## src/rtl/data_memory_param.sv

```systemverilog
// Parameterised single-port data memory with a self-clearing sequence.
// The array is zeroed one word per cycle after reset or a clear request; requests are accepted only while ready.
module data_memory_param #(
  parameter int DATA_WIDTH = 8,
  parameter int ADDR_WIDTH = 8,
  parameter int DEPTH      = 2**ADDR_WIDTH
) (
  input  logic                  clk,
  input  logic                  rst_n,
  input  logic                  write_enable,
  input  logic                  read_enable,
  input  logic [ADDR_WIDTH-1:0] address,
  input  logic [DATA_WIDTH-1:0] data_in,
  input  logic                  clear,
  output logic [DATA_WIDTH-1:0] data_out,
  output logic                  read_valid,
  output logic                  ready,
  output logic                  addr_error
);

  localparam int                  IDX_W    = (DEPTH > 1) ? $clog2(DEPTH) : 1;
  localparam logic [ADDR_WIDTH:0] DEPTH_W  = (ADDR_WIDTH+1)'(DEPTH);
  localparam logic [IDX_W-1:0]    LAST_IDX = IDX_W'(DEPTH-1);

  typedef enum logic {CLEAR = 1'b0, READY = 1'b1} state_t;

  state_t                  state_reg, state_next;
  logic [IDX_W-1:0]        counter_reg, counter_next;
  logic [DATA_WIDTH-1:0]   data_out_reg;
  logic                    read_valid_reg;
  logic                    addr_error_reg;

  logic [DATA_WIDTH-1:0]   mem [0:DEPTH-1];

  logic                    accept;
  logic                    in_range;
  logic [IDX_W-1:0]        addr_idx;
  logic                    mem_we;
  logic [IDX_W-1:0]        mem_wa;
  logic [DATA_WIDTH-1:0]   mem_wd;

  assign in_range = ({1'b0, address} < DEPTH_W);
  assign addr_idx = address[IDX_W-1:0];
  assign accept   = ready && !clear;

  // State register
  always_ff @(posedge clk or negedge rst_n) begin
    if (!rst_n) begin
      state_reg   <= CLEAR;
      counter_reg <= '0;
    end else begin
      state_reg   <= state_next;
      counter_reg <= counter_next;
    end
  end

  // Next-state logic; clear is only honoured while READY
  always_comb begin
    state_next   = state_reg;
    counter_next = counter_reg;
    case (state_reg)
      CLEAR: begin
        if (counter_reg == LAST_IDX) begin
          state_next   = READY;
          counter_next = '0;
        end else begin
          counter_next = counter_reg + 1'b1;
        end
      end
      READY: begin
        if (clear) begin
          state_next   = CLEAR;
          counter_next = '0;
        end
      end
      default: begin
        state_next   = CLEAR;
        counter_next = '0;
      end
    endcase
  end

  // Output and write-port selection: the clear sweep owns the single write port while busy
  always_comb begin
    ready  = (state_reg == READY);
    mem_we = 1'b0;
    mem_wa = counter_reg;
    mem_wd = '0;
    if (state_reg == CLEAR) begin
      mem_we = 1'b1;
    end else if (accept && write_enable && in_range) begin
      mem_we = 1'b1;
      mem_wa = addr_idx;
      mem_wd = data_in;
    end
  end

  always_ff @(posedge clk) begin
    if (mem_we) begin
      mem[mem_wa] <= mem_wd;
    end
  end

  // Registered read, write-first on a same-address collision; out-of-range reads return zero
  always_ff @(posedge clk or negedge rst_n) begin
    if (!rst_n) begin
      data_out_reg   <= '0;
      read_valid_reg <= 1'b0;
      addr_error_reg <= 1'b0;
    end else begin
      read_valid_reg <= accept && read_enable;
      addr_error_reg <= accept && (read_enable || write_enable) && !in_range;
      if (accept && read_enable) begin
        if (!in_range) begin
          data_out_reg <= '0;
        end else if (write_enable) begin
          data_out_reg <= data_in;
        end else begin
          data_out_reg <= mem[addr_idx];
        end
      end
    end
  end

  assign data_out   = data_out_reg;
  assign read_valid = read_valid_reg;
  assign addr_error = addr_error_reg;

endmodule

```

## config.mk

```make
export PLATFORM = sky130hd
export DESIGN_NAME = data_memory_param
export DESIGN_NICKNAME = d
export VERILOG_FILES = /design/src/rtl/data_memory_param.sv
export SDC_FILE = /design/constraint.sdc
export NUM_CORES = 2
export LEC_CHECK = 0
export CAP_MARGIN = 20
export CORE_UTILIZATION = 45
export DETAILED_ROUTE_END_ITERATION = 10
export GPL_TIMING_DRIVEN = 0
export PLACE_DENSITY = 0.68
export SYNTH_ARGS = -nofsm -noshare
export SYNTH_HDL_FRONTEND = slang
export SYNTH_SLANG_ARGS = --single-unit
```

## constraint.sdc

```tcl
create_clock -name clk -period 4.6 [get_ports clk]
set_clock_uncertainty 0.05 [all_clocks]
set_input_delay 0.92 -clock clk [delete_from_list [all_inputs] [get_ports clk]]
set_output_delay 0.92 -clock clk [all_outputs]
set_load 0.01 [all_outputs]
```

==> impl_metrics.toml <==
[cts]
postCtsSetupBuffers = 0
hold_buffers = 0
clock_latency_ns = 0.86
cts_root_buffer = "clkbuf_16"
path_clk_slew_ns = 0.06
cts_tree = "done"
clockBufferDepth = 3
clock-sinks = 2066
cts.repair.resized = 114
htree_levels = 4
cts_buffers = 200

[sta]
fin_ws_ns = -0.321
worst_hold_slack_ns = 0.404
worst_pin_slew_ns = 1.22
period_needed_ns = 4.92
post-route-period-util = 1.07
max_freq_mhz = 203
relSlewSlack = 0.180
rsz0062_at_grt = "yes"
slew_viol_final = 0
setup_violations = 229
finalHoldViolCount = 0

[synthesis]
syn_avg_cell_area_um2 = 20.8
synth_warnings = 0
ys_seq_elements = 2066
yosysTopAreaCell = "edfxtp_1"
ys.flop_type = "edfxtp_1"
synth_edf_count = 2048
yosysUniqueCellTypes = 62
yosysSeqAreaShare = 0.768
synth_top_area_frac = 0.762
synthTopCellsByArea = "edfxtp_1 76%, mux4_2 13%, mux2i_1 2.6%, nor2_1 1.3%, a22oi_1 0.73%"
synth_area_mm2 = 0.0807
syn_nets = 3892
async_flop_share = 0.00871
postSynthCellCount = 3870

[place]
placed_cell_area_mm2 = 0.0850
place_congestion = 1.04
port_buffers = 27
dp_hpwl_um = 173000

[critical_path]
worstSetupPathType = "in -> reg"
critPathLaunch = "address[1]"
crit_path_cell_trace = "clkdlybuf4s50_1, buf_2, buf_2, buf_2, or3_1, o31ai_2, nand3_1, clkbuf_2, nor2_1"
required_ns = 5.05
ff2ff_path_depth = 8
ff2ff_setup_slack_ns = 0.15
slowest_stage = "nor2_1"
crit_end = "mem[72][7]$_DFFE_PP_"
rr_startpoint = "ready$_DFF_PN0_"
worstSetupEndpointType = "flip-flop"
r2r-end = "mem[97][0]$_DFFE_PP_"
crit_arrival_ns = 5.37
path_max_fanout = 10
cpMostUsedCell = "buf_2"
start_kind = "primary input"
cp_slowest_stage_delay_ns = 0.82

[die]
die_y_um = 425
die_area_mm2 = 0.181
coreArea_mm2 = 0.178
ios = 32
placementRows = 155
start_util = 0.453
die_x_um = 425

[min_path]
hp-class = "in -> async"

[global_route]
gr-usage-all-layers = 0.280
grt_overflow = 0
antenna_found_initial = 16
grt_pass1_wl_um = 342000
grt_max_degree = 105
grt_pass1_vias = 42100

[cells_and_area]
syn2layout_area_growth_pct = 13.6
drive_above_1_share = 0.248
largest_reg_flops = 2048
fillCellCount = 13800
stdcell_area_mm2 = 0.0917
fin_nets = 4178

[detailed_routing]
ant_nets = 0
routedWlPerCell_um = 37.9
vias = 43400
drt_iter0_drc = 7856
remaining_drc_errors = 0
viasPerCell = 6.50
routed_wl_um = 253000
first_pass_iters = 8

[run]
cap_violations = 0

[outcome]
status = "finished, violations left"
violations = "setup timing"

[pwr]
power_density_mw_per_mm2 = 437
p_leak_nw = 28.0
ir_drop_mv = 0.422
-- power by group --
group	switching (mW)	leakage [nW]	internal [mW]
sequential	0.131	18.3	20.8
clock	7.16	2.95	8.56
combinational	2.48	6.76	0.933
-- worst max-delay path, delay by kind of cell --
kind / cells / cell delay (ns)
compound gates: 1 / 0.23
buf+inv: 5 / 2.54
simple gates: 3 / 1.59
-- final cells by class --
class                   count  area (um^2)  area share
flip-flops and latches   2066        61900       0.676
multi-input cells        1568        17800       0.195
clock buffers             255         5230      0.0571
well taps                2355         2950      0.0321
plain buffers             227         1420      0.0155
repair buffers             88         1370      0.0149
clock inverters            96          891     0.00972
diodes                      8         20.0    0.000218
inverters                   5         18.8    0.000205
-- worst min-delay path by stage --
stage,slack (ns),end,start
3_5_place_dp,0.47,data_out[1]$_DFFE_PN0P_,data_out[1]$_DFFE_PN0P_
4_1_cts,0.35,data_out[4]$_DFFE_PN0P_,rst_n
5_1_grt,0.37,data_out[4]$_DFFE_PN0P_,rst_n
6_report,0.40,data_out[4]$_DFFE_PN0P_,rst_n
3_3_place_gp,0.47,data_out[1]$_DFFE_PN0P_,data_out[1]$_DFFE_PN0P_
2_1_floorplan,0.50,data_out[0]$_DFFE_PN0P_,data_out[0]$_DFFE_PN0P_
-- metal layers --
metal,GRT usage,up-vias,part of all wire
li1,-,16700,-
met1,0.366,22800,0.35
met2,0.418,3205,0.45
met3,0.0848,715,0.13
met4,0.161,8,0.065
met5,0,-,0.00020
-- placed cells by master (no fill, tap or decap), types with 51 or more instances in the layout --
cell type  count
clkbuf_16    200
clkinv_1      51
buf_2         54
nor2_2       103
mux4_2       462
a21oi_1       57
clkbuf_1     132
nor2_1       160
edfxtp_1    2048
mux2i_1      208
a22oi_1       78
nand2_1      136
-- metrics by stage --
stage                     power [mW]  instances  setup WS, ns  TNS [ns]   util
after floorplan                 22.9       3870        -0.834   -428.49      -
after global placement          24.4       6252         -5.13         -  0.471
after detailed placement        24.5       6308         -2.20  -2785.46  0.477
after CTS                       39.9       6655        -0.181     -8.78  0.513
after global routing            40.8       6662        -0.217     -7.59  0.514
final                           40.1       6668        -0.321    -27.09  0.514
-- synthesized netlist by cell type (all sizes together), types with 7 or more instances --
| library cell | instances |
|---|---|
| o31ai | 7 |
| a211oi | 22 |
| buf | 142 |
| a22oi | 78 |
| mux4 | 462 |
| a22o | 8 |
| nor3 | 7 |
| mux2i | 208 |
| nor2b | 24 |
| nand3b | 11 |
| nand3 | 45 |
| mux2 | 7 |
| o22ai | 30 |
| a21oi | 57 |
| o211ai | 7 |
| a31oi | 11 |
| nand2 | 136 |
| o21ai | 36 |
| clkbuf | 89 |
| a221oi | 28 |
| a2111oi | 7 |
| nand2b | 10 |
| and3 | 12 |
| nor2 | 282 |
| dfrtp | 18 |
| edfxtp | 2048 |
| nor4 | 7 |
-- kinds of logic after synthesis --
group | Yosys count | synth area share
buf+inv | 236 | 0.0175
fa+ha+maj | 1 | 0.000155
other cells | 1 | 0.0000465
compound gates | 325 | 0.0283
mux | 677 | 0.156
simple gates | 559 | 0.0299
xor+xnor | 5 | 0.000543
flops | 2066 | 0.768
Note: power is estimated with default switching activity, not from simulation.
